<file path="src/rtl/mdu_sequencer.sv">
// Multi-cycle RV32M multiply/divide sequencer: one bit per cycle using a shared
// adder/subtractor, one operation in flight, single-cycle result pulse.
module mdu_sequencer #(
  parameter int unsigned WIDTH = 32
) (
  input  logic             clk,
  input  logic             rst_n,
  input  logic             start_valid,
  output logic             start_ready,
  input  logic [2:0]       mdu_op,
  input  logic [WIDTH-1:0] operand1,
  input  logic [WIDTH-1:0] operand2,
  input  logic             flush,
  output logic             result_valid,
  output logic [WIDTH-1:0] result,
  output logic             busy
);

  typedef enum logic [1:0] {IDLE, CALC, DONE} state_t;

  localparam logic [WIDTH-1:0] MINV = {1'b1, {(WIDTH-1){1'b0}}};

  state_t           state;
  logic [2:0]       op_q;
  logic [WIDTH-1:0] acc_hi, acc_lo, mcand;
  logic [5:0]       cnt;
  logic             neg_q, neg_r;
  logic [WIDTH-1:0] pend, result_q;

  logic             s1, s2, sign1, sign2, div_zero, ovf;
  logic [WIDTH-1:0] mag1, mag2, special;
  logic [WIDTH:0]   add_a, add_b, sum;
  logic [WIDTH-1:0] hi_nx, lo_nx, quot, remv, final_val;
  logic [2*WIDTH-1:0] prod, prod_s;

  always_comb begin
    if (mdu_op[2]) begin
      s1 = ~mdu_op[0];
      s2 = ~mdu_op[0];
    end else begin
      s1 = ~(mdu_op[1] & mdu_op[0]);
      s2 = ~mdu_op[1];
    end
    sign1    = s1 & operand1[WIDTH-1];
    sign2    = s2 & operand2[WIDTH-1];
    mag1     = sign1 ? -operand1 : operand1;
    mag2     = sign2 ? -operand2 : operand2;
    div_zero = mdu_op[2] && (operand2 == '0);
    ovf      = mdu_op[2] && !mdu_op[0] && (operand1 == MINV) && (operand2 == '1);
    if (div_zero)
      special = mdu_op[1] ? operand1 : '1;
    else
      special = mdu_op[1] ? '0 : MINV;
  end

  // Divide shifts the partial remainder in and subtracts; multiply adds the
  // multiplicand to the upper half when the current multiplier bit is set.
  always_comb begin
    add_a = op_q[2] ? {acc_hi, acc_lo[WIDTH-1]} : {1'b0, acc_hi};
    add_b = op_q[2] ? ~{1'b0, mcand} : {1'b0, mcand};
    sum   = add_a + add_b + {{WIDTH{1'b0}}, op_q[2]};
    if (op_q[2]) begin
      hi_nx = sum[WIDTH] ? add_a[WIDTH-1:0] : sum[WIDTH-1:0];
      lo_nx = {acc_lo[WIDTH-2:0], ~sum[WIDTH]};
    end else if (acc_lo[0]) begin
      {hi_nx, lo_nx} = {sum, acc_lo[WIDTH-1:1]};
    end else begin
      {hi_nx, lo_nx} = {1'b0, acc_hi, acc_lo[WIDTH-1:1]};
    end
    prod   = {hi_nx, lo_nx};
    prod_s = neg_q ? -prod : prod;
    quot   = neg_q ? -lo_nx : lo_nx;
    remv   = neg_r ? -hi_nx : hi_nx;
    if (op_q[2])
      final_val = op_q[1] ? remv : quot;
    else
      final_val = (op_q[1:0] == 2'b00) ? prod_s[WIDTH-1:0] : prod_s[2*WIDTH-1:WIDTH];
  end

  always_ff @(posedge clk or negedge rst_n) begin
    if (!rst_n) begin
      state    <= IDLE;
      op_q     <= '0;
      acc_hi   <= '0;
      acc_lo   <= '0;
      mcand    <= '0;
      cnt      <= '0;
      neg_q    <= 1'b0;
      neg_r    <= 1'b0;
      pend     <= '0;
      result_q <= '0;
    end else if (flush) begin
      state <= IDLE;
    end else begin
      case (state)
        IDLE: if (start_valid) begin
          op_q  <= mdu_op;
          neg_q <= sign1 ^ sign2;
          neg_r <= sign1;
          if (div_zero || ovf) begin
            pend  <= special;
            state <= DONE;
          end else begin
            mcand  <= mdu_op[2] ? mag2 : mag1;
            acc_lo <= mdu_op[2] ? mag1 : mag2;
            acc_hi <= '0;
            cnt    <= 6'(WIDTH);
            state  <= CALC;
          end
        end
        CALC: begin
          acc_hi <= hi_nx;
          acc_lo <= lo_nx;
          cnt    <= cnt - 6'd1;
          if (cnt == 6'd1) begin
            pend  <= final_val;
            state <= DONE;
          end
        end
        DONE: begin
          result_q <= pend;
          state    <= IDLE;
        end
        default: state <= IDLE;
      endcase
    end
  end

  // A flush during DONE must suppress the pulse and keep the old result
  // visible, so the new value is only committed when DONE completes.
  assign result_valid = (state == DONE) && !flush;
  assign result       = result_valid ? pend : result_q;
  assign start_ready  = (state == IDLE);
  assign busy         = (state != IDLE);

endmodule

</file>
<file path="config.mk">
export PLATFORM = sky130hd
export DESIGN_NAME = mdu_sequencer
export DESIGN_NICKNAME = d
export VERILOG_FILES = /design/src/rtl/mdu_sequencer.sv
export SDC_FILE = /design/constraint.sdc
export NUM_CORES = 1
export LEC_CHECK = 0
export ABC_AREA = 1
export CORE_MARGIN = 2
export CORE_UTILIZATION = 52
export CTS_CLUSTER_SIZE = 8
export DETAILED_ROUTE_END_ITERATION = 16
export PLACE_DENSITY = 0.67
export SKIP_LAST_GASP = 1
export SLEW_MARGIN = 15
export SYNTH_ARGS = -nofsm -noshare
export SYNTH_HDL_FRONTEND = slang
export SYNTH_SLANG_ARGS = --single-unit
</file>
<file path="constraint.sdc">
create_clock -name clk -period 13.9 [get_ports clk]
set_input_delay 2.78 -clock clk [delete_from_list [all_inputs] [get_ports clk]]
set_output_delay 2.78 -clock clk [all_outputs]
set_load 0.01 [all_outputs]
</file>
# Word level (Yosys, flattened, before mapping)
# Cells that the tools add are included.
dict set report op_classes {
  muxes 41
  n_eq_ne 11
  reduce_logical 19
  bitwise_logic 11
  addsub 8
}
# cell n
set ops {}
lappend ops {{$mux 32} 25}
lappend ops {{$pmux 32 s2} 3}
lappend ops {{$neg 32->32} 4}
lappend ops {{$mux 33} 2}
lappend ops {{$eq 32x32->1 const B} 2}
lappend ops {{$mux 64} 1}
lappend ops {{$neg 64->64} 1}
lappend ops {{$add 33x1->33} 1}
lappend ops {{$add 33x33->33} 1}
lappend ops {{$not 32->33} 1}
lappend ops {{$logic_not 32->1} 1}
lappend ops {{$mux 6} 2}
lappend ops {{$pmux 6 s2} 1}
lappend ops {{$mux 2} 4}
lappend ops {{$reduce_and 4->1} 2}
lappend ops {{$eq 6x1->1 const B} 1}
lappend ops {{$ne 2x2->1 const B} 3}
lappend ops {{$not 1->1} 6}
lappend ops {{$sub 6x1->6 const B} 1}
lappend ops {{$logic_and 1x1->1} 5}
lappend ops {{$reduce_and 5->1} 1}
lappend ops {{$logic_not 2->1} 2}
lappend ops {{$pmux 2 s2} 1}
lappend ops {{$reduce_and 2->1} 2}
lappend ops {{other kinds (12)} 17}
dict set report word_totals {
  regBits 173
  elab_cells 100
  out_inout_bits 35
  input_bits 71
}

# Logic depth before layout (Yosys ltp)
# Gate-level depths: netlist of run 1.
dict set report depth {
  ltp_word 12
  ltp_mapped 42
  mapped_depth_nobuf 36
}

# Least setup slack after synthesis of run 1
# OpenSTA, ideal clock, no wires.
dict set report synth_path {
  path_type {input to output}
  from {input flush}
  to {output result[22]}
  required_ns 11.120
  n_path_buf 2
  cell_stages 5
  path_slack_ns 7.260
  arrival_time_ns 3.860
  path_cell_list {nor3_1 -> clkbuf_1 -> clkbuf_1 -> nand2_1 -> nand2_1}
}
dict set report synth_between {
  elab_chain_len 3
}
# element line_no
set synth_rtl {}
lappend synth_rtl {{start: declaration} 13} ;# input logic flush,
lappend synth_rtl {{$logic_not 1->1} 131} ;# assign result_valid = (state == DONE) && !flush;
lappend synth_rtl {{$logic_and 1x1->1} 131}
lappend synth_rtl {{via result_valid} 14} ;# output logic result_valid,
lappend synth_rtl {{$mux 32} 132} ;# assign result = result_valid ? pend : result_q;
lappend synth_rtl {{end: declaration} 15} ;# output logic [WIDTH-1:0] result,
# The timed path passes the listed nets, and every way through them passes these cells.

# Worst setup path in the final report of run 1
dict set report layout_path {
  from {input flush}
  to {output result[7]}
}
dict set report layout_between {
  elab_chain_len 3
}
# element line_no
set layout_rtl {}
lappend layout_rtl {{$logic_not 1->1} 131}
lappend layout_rtl {{$logic_and 1x1->1} 131}
lappend layout_rtl {{$mux 32} 132}
# No other way between the ends.

==> results of run 1 <==
## per-stage QoR
stage / instance area [um2] / hold WS (ns)
global placement: 19200 / 0.457
global route: 19800 / 0.490
floorplan: 17900 / 0.449
CTS: 19800 / 0.474
detailed placement: 19200 / 0.457
finish: 19800 / 0.470
## area by class of cell
cell class | instances | area, um2 | share of cell area
clock buffers | 19 | 453 | 0.0229
clock inverters | 13 | 145 | 0.00733
inverters | 398 | 1490 | 0.0754
multi-input cells | 2334 | 11600 | 0.586
flip-flops and latches | 173 | 4330 | 0.219
well taps | 455 | 569 | 0.0287
repair buffers | 127 | 1210 | 0.0613
## power by group
part	switching [mW]	total, mW	internal, mW
registers	0.122	0.818	0.696
logic	2.55	3.62	1.06
clock network	0.240	0.505	0.264
total	2.91	4.94	2.02
## cell usage after synthesis (6+ instances only)
library cell    n
buf_2          25
a31oi_1         8
dfrtp_1       173
nor2_1        264
or2_2           8
o211ai_1       18
nand3_1       219
inv_2          10
a22oi_1        13
o21ai_1        15
clkbuf_1       78
o31ai_1         7
o21ai_0       223
buf_1          11
nand4_1        33
a21oi_1       141
nand2_2        26
nand3b_1       13
xnor2_1        27
nor2_2         22
ha_1           38
o21a_1         10
xor2_1        113
buf_4           6
nand2_1       983
inv_1         383
nor3_1         40
o22ai_1        44
nand2_4         6
nor4_1          9
## worst min path at each step
stage | start | endpoint | slack (ns) | cells after the start
final | result_q[27] | result_q[27] | 0.47 | 2
after global routing | result_q[2] | result_q[2] | 0.49 | 2
after CTS | result_q[27] | result_q[27] | 0.47 | 2
after detailed placement | result_q[28] | result_q[28] | 0.46 | 2
after global placement | result_q[25] | result_q[25] | 0.46 | 2
after floorplan | pend[16] | pend[16] | 0.45 | 2
## worst max-delay path, stage by stage
cell	delay, ns
clkdlybuf4s50_1	0.46
nor3_2	0.16
buf_4	0.29
inv_2	0.31
o21ai_0	0.33
clkdlybuf4s50_1	0.60
## metal layers
layer  part of all wire  vias to the layer above  global-route usage
li1                   -                     9718                   -
met1               0.40                     9423               0.523
met4              0.071                        2               0.250
met3               0.10                      266              0.0830
met2               0.43                     1199               0.602
met5            0.00011                        -                   0
## cell usage in the layout, fill, tap and decap left out, drive strengths merged, types with 24 or more instances in the layout
cell	n
dfrtp	173
clkdlybuf4s50	103
nor2	291
a21oi	142
ha	38
xnor2	27
o21ai	242
nand2	1015
nor3	41
xor2	113
inv	401
nand3	225
nand4	35
o22ai	44
buf	24
## kinds of logic after synthesis
| logic type | synth area share |
|---|---|
| AOI/OAI and AO/OA | 0.157 |
| adders and majority gates | 0.0276 |
| DFF | 0.241 |
| buffers and inverters | 0.114 |
| xor gates and xnor gates | 0.0683 |
| and+or+nand+nor | 0.392 |
## state kept, by name, summed over array words and instances, names as in the netlist
signal and count:
mcand 32, op_q 3, neg_q 1, state 2, acc_lo 32, neg_r 1, result_q 32, acc_hi 32
pend 32, cnt 6
==> qor.yml, run 1 <==
floorplan:
  rows: 68
  dieArea_um2: 36000
  start_util: 0.524
  io_pins: 106
  core_um2: 34300
  die_h_um: 190
  die_w_um: 190
sta:
  slew_headroom: 0.226
  drv_slew: 0
  hold_violations: 0
  setup_ws_ns: 6.16
  tightest_slew_ns: 1.16
  fin_crit_sh: 0.557
  clock.fmax_ghz: 0.129
  rsz0062_at_grt: "false"
  clock_skew_ns: 0.0184
  setup_viol: 0
  period_needed_ns: 7.74
  finalSetupTns_ns: 0
logic_synthesis:
  synth_nets: 3139
  syn_area_um2: 17900
  synth.avg_cell_area_um2: 5.93
  async_flop_share: 1.00
  netlist_instances: 3029
  yosysSeqAreaShare: 0.241
  yosys.area.top_type: "dfrtp_1"
  synth.top_cell.area_share: 0.241
  ys_seq_elements: 173
  synth_cell_types: 58
  synth-main-ff-cell: "dfrtp_1"
  ys_top_cells_by_area: "dfrtp_1 24%, nand2_1 21%, inv_1 8.0%, o21ai_0 6.2%, nand3_1 6.1%"
  synth-edff-count: 0
  yosys_warnings: 0
setup_path:
  endpoint: "result[7]"
  critPathLaunch: "flush"
  critPathKind: "input pin to primary output"
  worstReg2RegEnd: "pend[18]"
  reg2regPathDepth: 30
  crit_arrival_ns: 4.96
  crit_required_ns: 11.12
  crit_fanout: 46
  worstSetupStartpointType: "input pin"
  r2r_slack_ns: 6.85
  worst_setup_path_end_kind: "primary output"
  regToRegStartpoint: "op_q[2]"
place:
  place_congestion: 1.07
  hpwl_um: 55900
  dp_slack_ns: 6.16
  placedCellCount: 3487
  io_buffers: 105
power_and_ir_drop:
  p_total_mw: 4.94
  peakVddDrop_mv: 0.131
  leakagePower_nw: 10.1
  power.density_nw_per_um2: 249
clock_tree:
  clockBufferDepth: 2
  post_cts_buffers: 0
  ctsResizeCount: 0
  clk_pin_slew_ns: 0.07
  cts_sinks: 173
  clockRootBuffer: "clkbuf_16"
  numCtsBuffers: 17
  h-tree-depth: 4
  cts_tree: "built"
  clk_latency_ns: 0.47
  hold_buffers: 0
cells_and_area:
  diodes: 0
  layout-drive-gt1-share: 0.0512
  syn2layout_area_growth_pct: 10.4
  utilization: 0.578
  fin_cells: 3519
  nFillCells: 3508
  final_net_count: 3161
detailed_routing:
  wl_per_cell_um: 20.4
  num_vias: 20600
  drc: 0
  firstDrtPassIters: 7
  vias_per_cell: 5.86
  ant_nets: 0
  drt-initial-drc-count: 2634
  wl_um: 71800
grt:
  grt_start_max_net_pins: 95
  antenna_found_initial: 1
  grt_overflow: 0
  grt_use_total: 0.399
  grt_pass1_wl_um: 109000
  grt_pass1_vias: 19000
hold_path:
  hold_class: "flop to flop"
flow_run:
  cap_violations: 0
run_status:
  status: "finished, final reports clean"
No activity file was read; power rests on OpenSTA's default activity.
==> inputs of run 2 (changes only) <==
PLACE_DENSITY = 0.7   (was 0.67)
clock period = 6.6 ns   (was 13.9 ns; I/O delays follow)
==> run 2 against run 1 <==
Via count increased by 1.6%. Sequential power increased by 110%. Total power up 120%.
==> qor.yml, run 2 (same netlist as run 1, synthesis figures left out) <==
floorplan:
  dieArea_um2: 36000  # unchanged
  rows: 68  # unchanged
  io_pins: 106  # unchanged
  start_util: 0.524  # unchanged
  core_um2: 34300  # unchanged
  die_h_um: 190  # unchanged
  die_w_um: 190  # unchanged
sta:
  whs_ns: 0.478  # +0.00805 ns
  fin_crit_sh: 0.910
  clock.fmax_ghz: 0.166
  finalSetupTns_ns: 0  # unchanged
  rsz0062_at_grt: "false"
  hold_violations: 0  # unchanged
  slew_headroom: 0.225  # -0.000727
  period_needed_ns: 6.01
  tightest_slew_ns: 1.16  # +0.00109 ns
  setup_viol: 0  # unchanged
  drv_slew: 0  # unchanged
  clock_skew_ns: 0.0200  # +0.00160 ns
flow_run:
  cap_violations: 0  # unchanged
clock_tree:
  clockBufferDepth: 2  # unchanged
  cts_tree: "built"
  post_cts_buffers: 0  # unchanged
  clockRootBuffer: "clkbuf_16"
  hold_buffers: 0  # unchanged
  h-tree-depth: 4  # unchanged
  clk_latency_ns: 0.49  # +0.02 ns
  clk_pin_slew_ns: 0.08  # about the same
  numCtsBuffers: 17  # unchanged
  cts_sinks: 173  # unchanged
  ctsResizeCount: 0  # unchanged
detailed_routing:
  drc: 0  # unchanged
  firstDrtPassIters: 8  # +1
  vias_per_cell: 5.94  # +1.5%
  num_vias: 20900  # +1.6%
  wl_per_cell_um: 21.4  # +4.8%
  drt-initial-drc-count: 3160  # +20%
  ant_nets: 0  # unchanged
  wl_um: 75400  # +5.0%
cells_and_area:
  final_net_count: 3165  # +0.13%
  syn2layout_area_growth_pct: 10.5
  utilization: 0.579  # +0.000839
  nFillCells: 3500  # -0.23%
  diodes: 0  # unchanged
  layout-drive-gt1-share: 0.0531  # +0.00189
  mostFrequentLayoutCells: "983 x nand2_1, 382 x inv_1, 262 x nor2_1, 223 x o21ai_0, 219 x nand3_1"
  final_common_cell: "nand2_1"
setup_path:
  reg2regPathDepth: 34  # +13%
  crit_fanout: 34  # -26%
  max_stage_delay_ns: 0.60  # about the same
  critPathKind: "flop to flop"
  worst_path_max_delay_cell: "dfrtp_4"
  worstSetupStartpointType: "flop"
  worst_setup_path_end_kind: "flop"
  cpMostUsedCell: "nand2_1"
  crit_required_ns: 7.02  # -4.10 ns
  crit_arrival_ns: 6.42  # +1.46 ns
power_and_ir_drop:
  leakagePower_nw: 10.2  # about the same
  peakVddDrop_mv: 0.299  # +130%
  power.density_nw_per_um2: 537  # +120%
grt:
  grt_overflow: 0  # unchanged
  grt_start_max_net_pins: 74  # -22%
  grt_use_total: 0.420  # +0.0207
  grt_pass1_wl_um: 114000  # +4.4%
  grt_pass1_vias: 19100  # +0.28%
  antenna_found_initial: 3  # +2
place:
  hpwl_um: 59700  # +6.8%
  place_congestion: 1.08  # +1.9%
  io_buffers: 105  # unchanged
hold_path:
  hold_class: "flop to flop"
  whs_path_depth: 2  # unchanged
run_status:
  status: "finished, final reports clean"
[run 2: cell count changes in the layout (fill, tap and decap cells not counted), moves of 2 or more]
cell	delta
clkinvlp_4	+2
clkbuf_8	-2
clkinv_8	+2
buf_4	+2
inv_6	-2
[run 2: where the power goes]
group / total, mW / leakage [nW] / switching, mW / internal, mW
Combinational: 7.87 / 7.70 / 5.61 / 2.26
Clock: 1.04 / 0.274 / 0.538 / 0.505
Sequential: 1.74 / 2.17 / 0.270 / 1.47
Total: 10.7 / 10.2 / 6.42 / 4.23
[run 2: final cells by class]
type,count,area (um2),area share
Multi-Input combinational cell,2334,11600,0.585
Clock inverter,14,151,0.00763
Tap cell,455,569,0.0287
Sequential cell,173,4330,0.218
Clock buffer,18,429,0.0216
Inverter,398,1490,0.0753
Timing Repair Buffer,131,1250,0.0633
[run 2: through the flow]
| step | cell area, um2 | std cells | worst slack [ns] | power (mW) |
|---|---|---|---|---|
| 6_report | 19800 | 3523 | 0.593 | 10.7 |
| 5_1_grt | 19800 | 3523 | 0.198 | 11.4 |
| 4_1_cts | 19800 | 3523 | 0.827 | 10.4 |
| 3_5_place_dp | 19300 | 3491 | 0.871 | 9.29 |
| 3_3_place_gp | 19300 | 3491 | 1.06 | 9.21 |
| 2_1_floorplan | 17900 | 3029 | 0.932 | 6.84 |
[run 2: final timing paths]
path / slack, ns / to / start
worst min register to register: 0.48 / result_q[20] / result_q[20]
worst max-delay path: 0.59 / pend[16] / op_q[2]
worst max register to register: 0.59 / pend[16] / op_q[2]
min in group asynchronous: 0.83 / acc_hi[2] / rst_n
max in group asynchronous: 4.45 / pend[19] / rst_n
worst min-delay path: 0.48 / result_q[20] / result_q[20]
[run 2: layer usage]
metal,track usage,wire [um]
met5,0,39
met4,0.246,4850
met3,0.0989,8800
met2,0.628,31600
met1,0.554,30100
[run 2: worst max-delay path, delay by kind of cell, from the launching register on]
family,cells,cell delay (ns)
buf+inv,3,0.62
compound gates,1,0.17
fa+ha+maj,2,0.68
simple gates,28,3.83
flops,1,0.60
==> inputs of run 3 (changes only) <==
==> constraint.sdc (replaced) <==
create_clock -name clk -period 6.6 [get_ports clk]
set_input_delay 0.66 -clock clk [delete_from_list [all_inputs] [get_ports clk]]
set_output_delay 0.66 -clock clk [all_outputs]
set_load 0.01 [all_outputs]
==> run 3 against run 2 <==
Sequential share of layout area fell by 0.062 points. Setup slack improved by 0.12 ns. Combinational power barely moved. Sequential power barely moved. Core utilization rose by 0.16 points. Total power rose by 1.1%. Non-clock buffer count rose by 1. Maximum frequency rose by 2.0%. Final area rose by 0.28%. Sequential cell count did not move. Clock skew fell by 0.0051 ns. Critical path type unchanged. Critical endpoint is now pend[30].
==> qor.yml, run 3 (same netlist as run 1, synthesis figures left out) <==
cells_and_area:
  utilization: 0.580  # +0.00164
  final_net_count: 3166  # +0.032%
  finalInstanceArea_um2: 19900  # +0.28%
  layout-drive-gt1-share: 0.0528  # -0.000343
  fin_cells: 3525  # +0.057%
  final_common_cell: "nand2_1"
  multi_input_area_um2: 11600  # about the same
  syn2layout_area_growth_pct: 10.8
  mostFrequentLayoutCells: "983 x nand2_1, 383 x inv_1, 263 x nor2_1, 223 x o21ai_0, 219 x nand3_1"
  regArea_um2: 4330  # unchanged
  nFillCells: 3469  # -0.89%
sta:
  clock.fmax_ghz: 0.170  # +2.0%
  setup_ws_ns: 0.709  # +0.117 ns
  finalSetupTns_ns: 0  # unchanged
  fin_crit_sh: 0.893  # -0.0177
  period_needed_ns: 5.89  # -0.117 ns
  hold_violations: 0  # unchanged
  slew_headroom: 0.222  # -0.00327
  clock_skew_ns: 0.0149  # -0.00507 ns
  rsz0062_at_grt: "false"
  whs_ns: 0.144  # -0.335 ns
  setup_viol: 0  # unchanged
  tightest_slew_ns: 1.16  # +0.00489 ns
  drv_slew: 0  # unchanged
place:
  dp_slack_ns: 0.845  # -0.0253 ns
  place_congestion: 1.09  # +0.38%
  hpwl_um: 60000  # +0.55%
  placedCellCount: 3492  # +0.029%
  place_area_um2: 19300  # about the same
  io_buffers: 105  # unchanged
setup_path:
  max_stage_delay_ns: 0.67  # +0.07 ns
  critPathKind: "flop to flop"
  worst_path_max_delay_cell: "dfrtp_4"
  worst_setup_path_end_kind: "flop"
  worstSetupStartpointType: "flop"
  cpMostUsedCell: "nand2_1"
  crit_required_ns: 6.96  # -0.06 ns
  crit_arrival_ns: 6.25  # -0.17 ns
  crit_fanout: 68  # +100%
grt:
  antenna_found_initial: 1  # -2
  grt_use_total: 0.422  # +0.00236
  grt_overflow: 0  # unchanged
  grt_pass1_vias: 19300  # +0.98%
  grt_pass1_wl_um: 115000  # +0.66%
  grt_start_max_net_pins: 75  # +1.4%
power_and_ir_drop:
  p_total_mw: 10.8  # +1.1%
  leakagePower_nw: 10.2  # +0.30%
  peakVddDrop_mv: 0.309  # +3.6%
  power.density_nw_per_um2: 541  # +0.78%
clock_tree:
  clk_pin_slew_ns: 0.09  # about the same
  h-tree-depth: 4  # unchanged
  hold_buffers: 0  # unchanged
  cts_sinks: 173  # unchanged
  clk_latency_ns: 0.48  # about the same
  clockRootBuffer: "clkbuf_16"
  cts_tree: "built"
  ctsResizeCount: 0  # unchanged
  numCtsBuffers: 17  # unchanged
  post_cts_buffers: 0  # unchanged
  clockBufferDepth: 2  # unchanged
detailed_routing:
  num_vias: 21100  # +0.65%
  ant_nets: 0  # unchanged
  drc: 0  # unchanged
  vias_per_cell: 5.98  # +0.60%
  firstDrtPassIters: 6  # -2
  wl_um: 75900  # +0.70%
  drt-initial-drc-count: 2930  # -7.3%
  wl_per_cell_um: 21.5  # +0.64%
floorplan:
  start_util: 0.524  # unchanged
  rows: 68  # unchanged
  die_h_um: 190  # unchanged
  dieArea_um2: 36000  # unchanged
  core_um2: 34300  # unchanged
  io_pins: 106  # unchanged
  die_w_um: 190  # unchanged
run_status:
  status: "finished, final reports clean"
hold_path:
  hold_class: "input pin to async pin"
flow_run:
  cap_violations: 0  # unchanged
run 3: cell type report:
type | count | share of cell area
sequential | 173 | 0.218
tap | 455 | 0.0286
multi-input combinational | 2334 | 0.583
clock inverter | 15 | 0.00981
inverter | 398 | 0.0751
antenna | 1 | 0.000126
timing repair buffer | 132 | 0.0641
clock buffer | 17 | 0.0214
run 3: layer usage:
layer | GRT usage | up-vias | part of all wire | wire [um]
li1 | - | 9741 | - | -
met5 | 0 | - | 0 | 0
met3 | 0.101 | 254 | 0.12 | 8900
met1 | 0.565 | 9728 | 0.40 | 30600
met4 | 0.247 | 0 | 0.065 | 4960
met2 | 0.620 | 1349 | 0.41 | 31500
run 3: power by group:
part / switching, mW / internal, mW / total (mW)
clock network: 0.565 / 0.551 / 1.12
logic: 5.62 / 2.27 / 7.89
registers: 0.293 / 1.47 / 1.76
total: 6.48 / 4.29 / 10.8
run 3: path summary, 6_finish.rpt:
kind,start,cells past startpoint,endpoint,slack (ns)
max,op_q[2],34,pend[30],0.71
min,rst_n,1,acc_hi[10],0.14
max reg2reg,op_q[2],34,pend[30],0.71
min reg2reg,result_q[20],2,result_q[20],0.47
max in group asynchronous,rst_n,2,op_q[2],4.93
min in group clk,result_q[20],2,result_q[20],0.47
run 3: worst max-delay path: cells and delay by family (launching register included):
kind / cells / cell delay [ns]
AO/OA/AOI/OAI: 2 / 0.49
adder cells (fa/ha/maj): 2 / 0.68
buffers and inverters: 4 / 0.64
flip-flops: 1 / 0.67
AND/OR/NAND/NOR: 26 / 3.27
